===== config.mk =====
export PLATFORM = sky130hd
export DESIGN_NAME = rns_residue_generator
export DESIGN_NICKNAME = d
export VERILOG_FILES = /design/src/rtl/rns_residue_generator.sv
export SDC_FILE = /design/constraint.sdc
export NUM_CORES = 1
export LEC_CHECK = 0
export ABC_AREA = 0
export ABC_CLOCK_PERIOD_IN_PS = 3900
export BUFFER_PORTS_ARGS = -buffer_cell sky130_fd_sc_hd__clkbuf_2
export CORE_MARGIN = 2
export CORE_UTILIZATION = 50
export DETAILED_ROUTE_END_ITERATION = 6
export PLACE_DENSITY = 0.71
export SYNTH_ARGS = -nofsm -noshare
export SYNTH_HDL_FRONTEND = slang
export SYNTH_SLANG_ARGS = --single-unit

===== constraint.sdc =====
create_clock -name clk -period 3.9 [get_ports clk]
set_input_delay 0.195 -clock clk [delete_from_list [all_inputs] [get_ports clk]]
set_output_delay 0.195 -clock clk [all_outputs]
set_load 0.02 [all_outputs]

===== src/rtl/rns_residue_generator.sv =====
`default_nettype none
// ============================================================================
// Module   : rns_residue_generator
// Purpose  : Forward RNS converter. Reduces a VALUE_W-bit binary integer
//            modulo NUM_CH independent MOD_W-bit moduli by bit-serial
//            restoring division. All channels run in parallel. The residue
//            vector is emitted together with the moduli it was computed
//            against, so the downstream CRT stage gets a matched {m, x} pair.
// Ports    : clk       - clock, rising edge
//            reset     - asynchronous, active-low reset
//            in_valid  / in_ready  - input handshake (value, m)
//            value     - integer to reduce
//            m         - packed moduli, channel c at m[c*MOD_W +: MOD_W]
//            out_valid / out_ready - output handshake (x, m_out, zero_mod)
//            x         - packed residues, channel c = value mod m[c]
//            m_out     - moduli latched at accept
//            zero_mod  - bit c set when modulus c was zero
// Revision : 1.0 - initial release
// ============================================================================
module rns_residue_generator #(
  parameter int VALUE_W = 16,
  parameter int NUM_CH  = 4,
  parameter int MOD_W   = 4
) (
  input  logic                      clk,
  input  logic                      reset,
  input  logic                      in_valid,
  output logic                      in_ready,
  input  logic [VALUE_W-1:0]        value,
  input  logic [NUM_CH*MOD_W-1:0]   m,
  output logic                      out_valid,
  input  logic                      out_ready,
  output logic [NUM_CH*MOD_W-1:0]   x,
  output logic [NUM_CH*MOD_W-1:0]   m_out,
  output logic [NUM_CH-1:0]         zero_mod
);

  localparam int CNT_W = (VALUE_W > 1) ? $clog2(VALUE_W) : 1;
  localparam logic [CNT_W-1:0] CNT_LAST = CNT_W'(VALUE_W - 1);

  localparam logic [1:0] S_IDLE = 2'd0;
  localparam logic [1:0] S_RUN  = 2'd1;
  localparam logic [1:0] S_DONE = 2'd2;

  logic [1:0]              state_q, state_d;
  logic [VALUE_W-1:0]      shift_q;
  logic [CNT_W-1:0]        cnt_q;
  logic [NUM_CH*MOD_W-1:0] rem_q, rem_d;
  logic [NUM_CH*MOD_W-1:0] x_q, x_d;
  logic [NUM_CH*MOD_W-1:0] m_q;
  logic [NUM_CH-1:0]       zm_q, zm_d;

  logic accept;
  logic last_step;

  assign accept    = in_valid && (state_q == S_IDLE);
  assign last_step = (state_q == S_RUN) && (cnt_q == CNT_LAST);

  // Per-channel restoring-division step and result selection.
  for (genvar c = 0; c < NUM_CH; c++) begin : g_ch
    logic [MOD_W:0]   t;
    logic [MOD_W:0]   m_ext;
    logic [MOD_W-1:0] m_c;

    assign m_c   = m_q[c*MOD_W +: MOD_W];
    assign t     = {rem_q[c*MOD_W +: MOD_W], shift_q[VALUE_W-1]};
    assign m_ext = {1'b0, m_c};

    // The compare is done at full MOD_W+1 width. When t >= m the difference
    // is below m and so fits in MOD_W bits; its low bits are exact, so the
    // subtract only needs the low MOD_W bits of t.
    assign rem_d[c*MOD_W +: MOD_W] = (t >= m_ext) ? (t[MOD_W-1:0] - m_c)
                                                  : t[MOD_W-1:0];

    // A zero modulus makes the division meaningless; report residue 0.
    assign x_d[c*MOD_W +: MOD_W] = zm_q[c] ? '0 : rem_d[c*MOD_W +: MOD_W];

    assign zm_d[c] = (m[c*MOD_W +: MOD_W] == '0);
  end

  // State register
  always_ff @(posedge clk or negedge reset) begin
    if (!reset) begin
      state_q <= S_IDLE;
    end else begin
      state_q <= state_d;
    end
  end

  // Next-state logic
  always_comb begin
    state_d = state_q;
    case (state_q)
      S_IDLE:  if (in_valid)  state_d = S_RUN;
      S_RUN:   if (last_step) state_d = S_DONE;
      S_DONE:  if (out_ready) state_d = S_IDLE;
      default: state_d = S_IDLE;
    endcase
  end

  // Output logic
  always_comb begin
    in_ready  = (state_q == S_IDLE);
    out_valid = (state_q == S_DONE);
  end

  // Datapath
  always_ff @(posedge clk or negedge reset) begin
    if (!reset) begin
      shift_q <= '0;
      cnt_q   <= '0;
      rem_q   <= '0;
      x_q     <= '0;
      m_q     <= '0;
      zm_q    <= '0;
    end else if (accept) begin
      shift_q <= value;
      m_q     <= m;
      rem_q   <= '0;
      cnt_q   <= '0;
      zm_q    <= zm_d;
    end else if (state_q == S_RUN) begin
      shift_q <= shift_q << 1;
      rem_q   <= rem_d;
      cnt_q   <= cnt_q + CNT_W'(1);
      if (last_step) begin
        x_q <= x_d;
      end
    end
  end

  assign x        = x_q;
  assign m_out    = m_q;
  assign zero_mod = zm_q;

endmodule
`default_nettype wire


### Yosys cells after proc, flatten, opt, wreduce, memory -nomap -nowiden

Index checks and enable logic that the tools add are counted.

| cells by class | value |
|---|---|
| bitwise logic cells | 1 |
| multiplexer cells | 18 |
| $lt $le $gt $ge | 4 |
| equal/unequal tests | 6 |
| reduce and logical (&&, ||, !) cells | 10 |
| $add $sub $neg | 5 |

Operators with widths:

| operator | count |
|---|---|
| $mux 16 | 4 |
| $mux 4 | 10 |
| $ge 5x4->1 | 4 |
| $logic_not 4->1 | 4 |
| $sub 4x4->4 | 4 |
| $mux 2 | 3 |
| $pmux 2 s3 | 1 |
| $reduce_and 3->1 | 2 |
| $add 4x1->4 const B | 1 |
| $eq 4x4->1 const B | 1 |
| $ne 2x2->1 const B | 2 |
| $eq 2x1->1 const B | 1 |
| $eq 2x2->1 const B | 1 |
| $logic_and 1x1->1 | 2 |
| $logic_not 2->1 | 1 |
| $ne 2x1->1 const B | 1 |
| $reduce_bool 2->1 | 1 |
| $not 1->1 | 1 |

| word-level totals | value |
|---|---|
| register bits | 74 |

### Depth between registers and ports, before layout

Gate-level depths: netlist (run 1).

| depth | value |
|---|---|
| word-level depth | 4 |
| depth in mapped cells | 7 |

### Worst setup path after synthesis (run 1)

OpenSTA, ideal clock, no wires.

| path | value |
|---|---|
| kind | register to register |
| start point | register m_q[2], in the netlist m_out[2] |
| end point | register x_q[0], in the netlist x[0] |
| path slack | 1860 ps |
| buffers on the path | 0 |
| stages on the path, launching flop included | 8 |
| arrival time | 1958 ps |
| path through | dfrtp_1 inv_1 ha_1 a21o_1 a31o_2 a21boi_2 mux2_2 o21ai_0 |

| between the ends | value |
|---|---|
| longest elaborated chain between the ends | 3 |

Ends and longest elaborated chain:

| what | line | RTL |
|---|---|---|
| start: declaration | 50 | `logic [NUM_CH*MOD_W-1:0] m_q;` |
| start signal: assignment | 118 | `m_q <= m;` |
| $ge 5x4->1 | 72 | `assign rem_d[c*MOD_W +: MOD_W] = (t >= m_ext) ? (t[MOD_W-1:0] - m_c)` |
| $mux 4 | 72 |  |
| $mux 4 | 76 | `assign x_d[c*MOD_W +: MOD_W] = zm_q[c] ? '0 : rem_d[c*MOD_W +: MOD_W];` |
| end signal: assignment | 113 | `x_q <= '0;` |
| end signal: assignment | 127 | `x_q <= x_d;` |
| end: declaration | 49 | `logic [NUM_CH*MOD_W-1:0] x_q, x_d;` |

Every way passes these cells.
A chain may end at the register's enable or synchronous reset.

### Worst setup path in the final report (run 1)

| path | value |
|---|---|
| start point | register shift_q[15] |
| end point | register rem_q[0] |

| between the ends | value |
|---|---|
| longest elaborated chain between the ends | 4 |
| elaborated cells between the ends (all ways) | 5 |
| classes of those cells | add/sub: 1; order compare: 1; mux: 3 |

Ends and longest elaborated chain:

| what | line | RTL |
|---|---|---|
| start: declaration | 46 | `logic [VALUE_W-1:0] shift_q;` |
| start signal: assignment | 117 | `shift_q <= value;` |
| start signal: assignment | 123 | `shift_q <= shift_q << 1;` |
| $sub 4x4->4 or $ge 5x4->1 (tied branches) | 72 |  |
| $mux 4 * | 72 |  |
| $mux 16 * | 122 | `end else if (state_q == S_RUN) begin` |
| $mux 16 * | 116 | `end else if (accept) begin` |
| end signal: assignment | 124 | `rem_q <= rem_d;` |
| end: declaration | 48 | `logic [NUM_CH*MOD_W-1:0] rem_q, rem_d;` |

Mark *: on every way between the ends. The rest lies on a longest branch, timed or not. The select of a mux whose other input is x is not followed.

==> qor.csv, run 1 <==
stage,metric,value,unit
setup_path,crit path kind,reg2reg,
setup_path,r2r setup slk,1.74,ns
logic_synthesis,async set-or-reset flop fraction in the synthesized netlist,100.0,%
routing,DR iter-0 viols,154,
global_route,pin count of the biggest net entering global routing,49,
place,dpl ws,1.755,ns
logic_synthesis,Post-Syn Instances,385,
routing,DRT Pass-1 Iters,4,
power_and_ir_drop,Leakage Power,2.153,nW
final_layout,diode count,0,
clock_tree,clock buffer depth,2,
place,DP Wirelength,5792,µm
power_and_ir_drop,Cell Pwr Density,964.1,mW/mm²
clock_tree,Clock transition at path regs,0.07,ns
die,Initial Util,51.11,%
sta,worst slew pin tran,1.094,ns
logic_synthesis,Synth Cell Area,0.003687,mm²
power_and_ir_drop,sequential share of power,32.9,%
logic_synthesis,"top cells by count, synth","nand2_1 (82), dfrtp_1 (74), o21ai_0 (49), inv_1 (18)",
run_status,status,"finished, final reports clean",
clock_tree,CTS tree,built,
setup_path,CP arrival,2.41,ns
global_route,vias in the first global route,2996,
sta,Fmax,0.4640,GHz
clock_tree,htree depth,3,
setup_path,capturing point of the worst reg2reg path,rem_q[0],
routing,Post-Route WL,8190,µm
sta,final setup violation count,0,
final_layout,Area Overhead vs Synth,16.90,%
final_layout,Final Cell Area,0.004310,mm²
setup_path,startpoint types,flip-flop,
setup_path,R2R depth,7,
routing,Vias,3013,
die,I/O pins,74,
final_layout,share of layout cells above drive strength 1,22.56,%
setup_path,sequence of cells on the critical path,inv_1 > ha_1 > nand2b_1 > a31o_2 > a21boi_2 > mux2_2 > o21ai_0,
clock_tree,Worst-Skew Late Latency,0.35,ns
routing,WL/cell,14.63,µm
logic_synthesis,number of flops mapped to enable cells by yosys,0,
global_route,gr ovfl total,0,
clock_tree,"Hold-fix buffers, CTS",1,
clock_tree,total CTS buffers,9,
clock_tree,Post-CTS Setup Bufs,0,
setup_path,WP data required,4.16,ns
final_layout,Filler Cell Count,674,
sta,RSZ-0062 raised after global routing,no,
flow_run,Max Cap Viol,0,
logic_synthesis,Yosys top cell area share,50.22,%
logic_synthesis,top-count cell post-synth,nand2_1,
logic_synthesis,Mean Syn Cell Area,9.577,µm²
die,Die X,89.88,µm
setup_path,reg2reg start,shift_q[15],
final_layout,register area,0.001852,mm²
power_and_ir_drop,Psw,1.848,mW
routing,Vias/cell,5.380,
sta,Slew Limit Fails,0,
global_route,grt met1 use,30.11,%
place,Port Buffer Count,73,
global_route,GRT Total Usage,21.72,%
power_and_ir_drop,Gate power share,54.5,%
die,Die Area,0.008078,mm²
setup_path,Top delay family on crit path,compound AO/OA/AOI/OAI gates,
place,DP Area,0.004136,mm²
setup_path,crit path from,shift_q[15],
sta,final hold viol count,0,
logic_synthesis,Post-Syn Nets,442,
routing,# DRC,0,
sta,Slew headroom,26.89,%
logic_synthesis,synth warn,0,
setup_path,Crit. path cell count,7,
sta,Post-Route Skew,0.009744,ns
logic_synthesis,Synth cell types,44,
sta,crit path time final,2.155,ns
power_and_ir_drop,Peak VDD IR,412.0,µV
min_path,Worst Hold Class,in2reg,
clock_tree,CTS root buf,clkbuf_8,
global_route,met3 Usage GRT,6.203,%
logic_synthesis,#FFs+latches synth,74,
die,Die H,89.88,µm
setup_path,max incr delay on CP,0.37,ns
global_route,grt peak-use layer,met2,
sta,setup ws final,1.745,ns
logic_synthesis,largest area contributor in the netlist,dfrtp_1,
setup_path,critical path endpoint category,flip-flop,
global_route,GR Util met2,31.88,%
global_route,initial antenna violation count,0,
setup_path,WP buf/inv,1,
clock_tree,post-cts resize count,0,
setup_path,"critical path fanouts, max",9,
final_layout,Multi-input gate area,0.001698,mm²
sta,period utilization,55.26,%
logic_synthesis,register area share after synthesis,50.22,%
clock_tree,Num Clock Sinks,74,
power_and_ir_drop,clock share of power,12.6,%
power_and_ir_drop,Internal,2.308,mW
setup_path,Worst path slowest cell,mux2_2,
global_route,global-route wire length before repair,14210,µm
setup_path,worst setup path endpoint,rem_q[0],
logic_synthesis,"top cells by area, synth","dfrtp_1 (50%), nand2_1 (8.3%), o21ai_0 (6.7%)",
die,core area,0.007214,mm²
final_layout,nets@finish,513,
power_and_ir_drop,Sw Share,44.46,%
logic_synthesis,ys flop type,dfrtp_1,
routing,Final ANT Viol Nets,0,
die,num rows,31,
place,GPL Wtd Cong,0.7874,
sta,setup_tns,0,ns
==> worst min path at each step <==
stage,from,to,slack (ns),cells past startpoint
after floorplan,reset,cnt_q[0],-0.10,0
after global placement,reset,zero_mod[3],0.27,1
after detailed placement,reset,x[15],0.27,1
after CTS,m[12],m_out[12],0.04,3
after global routing,m[8],m_out[8],0.05,3
final,m[12],m_out[12],0.05,3
==> area by class of cell <==
type                       count  share of cell area (%)
clock buffer                  13                   3.454
clock inverter                 3                  0.3483
inverter                      18                   1.567
multi-input combinational    275                   39.39
sequential                    74                   42.96
tap                           99                   2.874
timing repair buffer          78                   9.405
==> stage by stage <==
stage                     std cells  hold WS, ns  power, mW  util, %
after floorplan                 385      -0.1006      3.060        -
after global placement          543       0.2659      3.556    57.34
after detailed placement        543       0.2700      3.655    57.34
after CTS                       560      0.04081      4.187    59.75
after global routing            560      0.05175      4.556    59.75
final                           560      0.05002      4.156    59.75
==> power groups by stage <==
stage / Sequential (mW) / Combinational (mW) / Clock [mW]
after floorplan: 1.53 / 1.53 / 0
after global placement: 1.37 / 2.19 / 0
after detailed placement: 1.38 / 2.27 / 0
after CTS: 1.37 / 2.28 / 0.535
after global routing: 1.42 / 2.57 / 0.573
final: 1.37 / 2.27 / 0.522
==> per-layer routing <==
metal | up-vias | wire length [µm]
met5 | - | 0
met4 | 0 | 246
met3 | 23 | 421
met2 | 82 | 3683
met1 | 1425 | 3838
li1 | 1483 | -
==> logic make-up (layout without fill, tap and decap cells) <==
kind of cell             after synthesis  count (layout)  share of synthesized area [%]
AND/OR/NAND/NOR                      142             142                          17.31
AO/OA/AOI/OAI                         93              93                          15.54
flip-flops                            74              74                          50.22
buffers and inverters                 36             112                          3.733
adder cells (fa/ha/maj)               21              21                          7.940
multiplexers                          14              14                          4.072
XOR/XNOR                               5               5                          1.188
==> state kept, by name, indices dropped and copies added, names as in the netlist <==
name and cells:
m_out 16, x 16, state_q 2, shift_q 16
zero_mod 4, cnt_q 4, rem_q 16
==> worst min-delay path: cells and delay by family <==
family,cells,cell delay [ns]
buffers and inverters,1,0.08
and+or+nand+nor,2,0.09
==> cells in the final DEF, fill, tap and decap left out, types with 6 or more instances in the layout <==
| cell | count |
|---|---|
| nor2_1 | 15 |
| nand3_1 | 17 |
| dfrtp_1 | 74 |
| o21ai_0 | 49 |
| o31ai_1 | 7 |
| nand2b_1 | 6 |
| clkbuf_2 | 72 |
| clkbuf_8 | 10 |
| inv_1 | 18 |
| a22oi_1 | 14 |
| mux2i_1 | 9 |
| ha_1 | 17 |
| nand2_1 | 82 |
No activity file was read; power rests on OpenSTA's default activity.
==> inputs of run 2 (changes only) <==
Settings changed: ABC_CLOCK_PERIOD_IN_PS 3900 to 1800, PLACE_DENSITY 0.71 to 0.73.
Clock period 3.9 ns to 1.8 ns, I/O delays scaled along.
==> run 2 against run 1 <==
The run now ends with negative setup slack left. Register-to-register slack got worse by 1.8 ns. Fmax increased by 15%. Global-route usage grew 2.7 points. Die area unchanged. Non-clock buffer count is 62 higher. Clock power is 130% higher. Utilization increased by 12 points. Setup slack lost 1.8 ns. Clock-buffer cell count is 1 higher. Total power rose to 2.7 times the previous value. Design area increased by 20%.
==> qor.csv, run 2 (synthesis results as in run 1) <==
stage,metric,value,unit,change
global_route,vias in the first global route,3424,,+14%
routing,Post-Route WL,9633,µm,+18%
clock_tree,clock buffer depth,2,,unchanged
die,Die Area,0.008078,mm²,unchanged
sta,setup ws final,-0.07569,ns,-1.821 ns
clock_tree,Worst-Skew Late Latency,0.35,ns,about the same
setup_path,crit path kind,reg2reg,,
sta,Hold Slack,0.1843,ns,+0.1342 ns
setup_path,"critical path fanouts, max",3,,-6
place,GPL Wtd Cong,0.9584,,+22%
final_layout,Non-Filler Instances,622,,+11%
routing,DR iter-0 viols,155,,+0.65%
final_layout,Filler Cell Count,512,,-24%
setup_path,max incr delay on CP,0.55,ns,+0.18 ns
setup_path,WP buf/inv,0,,-1
global_route,GRT Total Usage,24.42,%,+2.7 points
final_layout,most frequent cells in the layout,"nand2_1 (82), clkbuf_2 (72), dfrtp_1 (64), dlygate4sd3_1 (34), buf_4 (32)",,
global_route,pin count of the biggest net entering global routing,50,,+2.0%
place,placed cells,564,,+3.9%
clock_tree,Num Clock Sinks,74,,unchanged
routing,Vias,3342,,+11%
routing,DRT Pass-1 Iters,4,,unchanged
die,Die X,89.88,µm,unchanged
sta,RSZ-0062 raised after global routing,yes,,
clock_tree,CTS root buf,clkbuf_8,,
die,Die H,89.88,µm,unchanged
sta,worst slew pin tran,0.5968,ns,-0.4972 ns
clock_tree,Clock transition at path regs,0.08,ns,about the same
setup_path,Crit. path cell count,6,,-1
final_layout,Multi-input gate area,0.001947,mm²,+15%
setup_path,startpoint types,flip-flop,,
flow_run,Max Cap Viol,0,,unchanged
final_layout,share of layout cells above drive strength 1,34.42,%,+12 points
global_route,initial antenna violation count,0,,unchanged
die,num rows,31,,unchanged
setup_path,Worst path slowest cell,or4_4,,
sta,Fmax,0.5331,GHz,+15%
sta,final setup violation count,9,,+9
place,Port Buffer Count,73,,unchanged
sta,Slew Limit Fails,0,,unchanged
routing,WL/cell,15.49,µm,+5.9%
place,dpl ws,-0.1021,ns,-1.857 ns
routing,Final ANT Viol Nets,0,,unchanged
setup_path,CP arrival,2.15,ns,-0.26 ns
final_layout,diode count,0,,unchanged
sta,setup_tns,-0.3049,ns,-0.3049 ns
power_and_ir_drop,Cell Pwr Density,2154,mW/mm²,+120%
final_layout,"commonest non-fill, non-tap cell in the layout",nand2_1,,
sta,Post-Route Skew,0.006650,ns,-0.003094 ns
clock_tree,CTS tree,built,,
setup_path,Top delay family on crit path,simple AND/OR/NAND/NOR gates,,
sta,Slew headroom,60.17,%,+33 points
setup_path,WP data required,2.07,ns,-2.09 ns
final_layout,nets@finish,575,,+12%
power_and_ir_drop,Peak VDD IR,925.1,µV,+120%
sta,period utilization,104.2,%,+49 points
final_layout,register area,0.001864,mm²,+0.68%
sta,crit path time final,1.876,ns,-0.2794 ns
setup_path,R2R depth,6,,-1
place,DP Wirelength,6271,µm,+8.3%
run_status,status,"complete, but fails checks",,
run_status,failing checks,negative setup slack,,
setup_path,sequence of cells on the critical path,ha_4 > or4_4 > a21oi_4 > nor2_4 > mux2_4 > o21ai_2,,
final_layout,final core utilization,71.52,%,+12 points
global_route,global-route wire length before repair,16010,µm,+13%
routing,# DRC,0,,unchanged
die,Initial Util,51.11,%,unchanged
power_and_ir_drop,Leakage Power,2.478,nW,+15%
die,core area,0.007214,mm²,unchanged
global_route,gr ovfl total,0,,unchanged
min_path,Worst Hold Class,in2async,,
routing,Vias/cell,5.373,,-0.14%
clock_tree,htree depth,3,,unchanged
setup_path,critical path endpoint category,flip-flop,,
die,I/O pins,74,,unchanged
sta,final hold viol count,0,,unchanged
final_layout,Area Overhead vs Synth,39.94,%,
clock_tree,total CTS buffers,9,,unchanged
## run 2: changes by cell type in the layout (fill, tap and decap cells not counted), sizes merged
cell         previous run  this run
buf                     5        34
clkbuf                 85        86
dlygate4sd3             1        34
clkinv                  3         2
## run 2: where the power goes
group	internal [mW]	switching [mW]
sequential	2.48	0.566
combinational	3.18	3.67
clock	0.611	0.608
total	6.27	4.85
## run 2: worst paths after layout
| kind | from | endpoint | slack [ns] |
|---|---|---|---|
| worst max-delay path | rem_q[4] | rem_q[4] | -0.08 |
| worst min-delay path | reset | x[14] | 0.18 |
| worst max register to register | rem_q[4] | rem_q[4] | -0.08 |
| worst min register to register | shift_q[10] | shift_q[10] | 0.48 |
| max in group asynchronous | reset | rem_q[4] | 1.03 |
| min in group clk | in_valid | state_q[0] | 0.24 |
## run 2: area by class of cell
type	instances	area share, %
multi-input combinational	275	37.73
sequential	74	36.13
timing repair buffer	140	18.84
clock buffer	14	3.346
tap	99	2.401
inverter	18	1.358
clock inverter	2	0.1940
## run 2: repair_timing
action / in CTS / in global routing
hold buffers: 34 / 0
hold endpoints to repair: 58 / 0
endpoints found under the setup margin: 21 / 29
buffers inserted: 4 / 4
pin swaps: 10 / 20
resized for setup: 15 / 36
## run 2: stage by stage
step / cell area [µm²] / power [mW]
floorplan: 3799 / 6.996
global placement: 4420 / 8.463
detailed placement: 4420 / 8.714
CTS: 5029 / 10.32
global route: 5160 / 11.92
finish: 5160 / 11.12
## run 2: worst register-to-register path: stages, from the launching register on
cell and delay (ns):
dfrtp_2 0.42, ha_4 0.16, or4_4 0.55, a21oi_4 0.18
nor2_4 0.07, mux2_4 0.32, o21ai_2 0.10
## run 2: layer usage
layer,GRT usage (%),up-vias,routed length [µm]
met5,0,-,0
met4,10.26,0,166
met3,3.856,16,445
met2,40.66,107,4763
met1,32.03,1622,4257
li1,-,1597,-
==> inputs of run 3 (changes only) <==
Settings changed: SETUP_SLACK_MARGIN set to 0.15.
==> run 3 against run 2 <==
The flow still finishes with violations (negative setup slack). First-iteration DRC count grew 14%. Die area did not move. Sequential share of layout area fell by 1.8 points. Clock skew rose by 0.0067 ns. Clock power up 29%. Fmax is 4.3% lower. Total power rose by 11%. Utilization up 4.0 points. Sequential power grew 1%. Sequential cell count unchanged. Clock-buffer cell count shrank 4. Critical endpoint is now rem_q[6]. Highest routed layer unchanged.
==> qor.csv, run 3 (synthesis results as in run 1) <==
stage,metric,value,unit,change
run_status,status,"complete, but fails checks",,
run_status,failing checks,negative setup slack,,
clock_tree,CTS tree,built,,
global_route,vias in the first global route,3463,,+1.1%
routing,DRT Pass-1 Iters,4,,unchanged
die,Die X,89.88,µm,unchanged
sta,period utilization,108.9,%,+4.7 points
power_and_ir_drop,Leakage Power,2.574,nW,+3.9%
clock_tree,clock buffer depth,2,,unchanged
setup_path,Worst path slowest cell,or4_4,,
sta,Slew headroom,64.79,%,+4.6 points
setup_path,CP arrival,2.18,ns,+0.03 ns
sta,Slew Limit Fails,0,,unchanged
power_and_ir_drop,Total Power,12.38,mW,+11%
sta,Post-Route Skew,0.01332,ns,+0.006675 ns
sta,final setup violation count,15,,+6
sta,RSZ-0062 raised after global routing,yes,,
setup_path,r2r setup slk,-0.16,ns,-0.08 ns
final_layout,most frequent cells in the layout,"nand2_1 (82), clkbuf_2 (72), dfrtp_1 (60), buf_4 (37), dlygate4sd3_1 (34)",,
routing,Final ANT Viol Nets,0,,unchanged
global_route,initial antenna violation count,0,,unchanged
clock_tree,htree depth,3,,unchanged
global_route,gr ovfl total,0,,unchanged
setup_path,"critical path fanouts, max",3,,unchanged
clock_tree,Num Clock Sinks,74,,unchanged
sta,setup_tns,-0.9116,ns,-0.6068 ns
setup_path,startpoint types,flip-flop,,
clock_tree,CTS root buf,clkbuf_8,,
routing,Vias/cell,5.483,,+2.0%
setup_path,crit path from,rem_q[6],,
sta,final hold viol count,0,,unchanged
place,Port Buffer Count,73,,unchanged
final_layout,final core utilization,75.49,%,+4.0 points
routing,WL/cell,16.51,µm,+6.6%
setup_path,worst setup path endpoint,rem_q[6],,
setup_path,WP data required,2.02,ns,-0.05 ns
setup_path,crit path kind,reg2reg,,
final_layout,Area Overhead vs Synth,47.71,%,
setup_path,R2R depth,6,,unchanged
min_path,Worst Hold Class,in2async,,
die,Initial Util,51.11,%,unchanged
setup_path,critical path endpoint category,flip-flop,,
clock_tree,total CTS buffers,9,,unchanged
final_layout,share of layout cells above drive strength 1,39.74,%,+5.3 points
final_layout,nets@finish,584,,+1.6%
setup_path,sequence of cells on the critical path,ha_2 > or4_4 > a21oi_4 > nor2_4 > mux2i_2 > o21ai_1,,
sta,setup ws final,-0.1604,ns,-0.08471 ns
final_layout,diode count,0,,unchanged
global_route,GRT Total Usage,25.72,%,+1.3 points
routing,# DRC,0,,unchanged
routing,Post-Route WL,10400,µm,+8.0%
final_layout,Non-Filler Instances,630,,+1.3%
die,num rows,31,,unchanged
sta,Fmax,0.5101,GHz,-4.3%
sta,worst slew pin tran,0.5258,ns,-0.07106 ns
die,I/O pins,74,,unchanged
flow_run,Max Cap Viol,0,,unchanged
routing,Vias,3454,,+3.4%
global_route,global-route wire length before repair,16630,µm,+3.9%
place,placed cells,568,,+0.71%
global_route,pin count of the biggest net entering global routing,44,,-12%
place,GPL Wtd Cong,0.8128,,-15%
power_and_ir_drop,Cell Pwr Density,2273,mW/mm²,+5.5%
die,core area,0.007214,mm²,unchanged
final_layout,"commonest non-fill, non-tap cell in the layout",nand2_1,,
place,DP Wirelength,6363,µm,+1.5%
routing,DR iter-0 viols,176,,+14%
sta,crit path time final,1.960,ns,+0.08471 ns
die,Die Area,0.008078,mm²,unchanged
clock_tree,Clock transition at path regs,0.08,ns,about the same
die,Die H,89.88,µm,unchanged
setup_path,max incr delay on CP,0.55,ns,about the same
power_and_ir_drop,Peak VDD IR,1029,µV,+11%
setup_path,reg2reg start,rem_q[6],,
setup_path,capturing point of the worst reg2reg path,rem_q[6],,
clock_tree,Worst-Skew Late Latency,0.35,ns,about the same
==> run 3: changes by cell type in the layout (fill, tap and decap cells not counted), moves of 4 or more <==
cell / change
buf_4: +5
inv_1: -4
dfrtp_1: -4
o31ai_1: -4
inv_2: +4
dfrtp_2: +4
==> run 3: layer usage <==
layer	vias up	share of wire [%]	GRT usage (%)
met5	-	0	0
met4	0	2.7	12.05
met3	29	4.0	4.275
met2	109	53	44.57
met1	1696	40	31.51
li1	1620	-	-
==> run 3: how the worst min path moves through the flow <==
stage / to / slack, ns / depth (start not counted)
after global routing: rem_q[3] / 0.25 / 2
after CTS: x[2] / 0.21 / 2
after floorplan: cnt_q[0] / -0.21 / 0
final: x[2] / 0.21 / 2
after detailed placement: x[2] / 0.06 / 1
after global placement: rem_q[2] / 0.05 / 1
==> run 3: what timing repair did <==
| action | CTS | global route |
|---|---|---|
| hold buffers | 34 | 0 |
| gates resized for setup | 22 | 32 |
| pin swaps | 14 | 17 |
| hold endpoints to repair | 64 | 0 |
| endpoints found under the setup margin | 30 | 32 |
| cloned | 0 | 0 |
| setup buffers | 6 | 7 |
==> run 3: power breakdown <==
part	total (mW)	switching [mW]	internal, mW
Combinational	7.73	4.09	3.64
Sequential	3.08	0.598	2.48
Clock	1.57	0.620	0.949
==> run 3: cell type report <==
cell class / instances / area, µm²
inverter: 18 / 70.07
sequential: 74 / 1869
tap: 99 / 123.9
multi-input combinational: 275 / 2079
timing repair buffer: 149 / 1064
clock buffer: 10 / 137.6
clock inverter: 5 / 102.6
fill: 487 / 1768
==> run 3: critical path: cells and delay by family, from the launching register on <==
family,cells,cell delay [ns]
simple gates,2,0.64
mux,1,0.29
flops,1,0.41
fa+ha+maj,1,0.19
compound gates,2,0.32
==> run 3: metrics by stage <==
step	hold slack (ns)	instance area (µm²)	setup slack, ns
2_1_floorplan	-0.2056	3879	-0.03746
4_1_cts	0.2134	5256	-0.03580
5_1_grt	0.2520	5446	-0.1570
3_3_place_gp	0.05232	4546	0.007465
3_5_place_dp	0.05563	4546	-0.08497
6_report	0.2101	5446	-0.1604
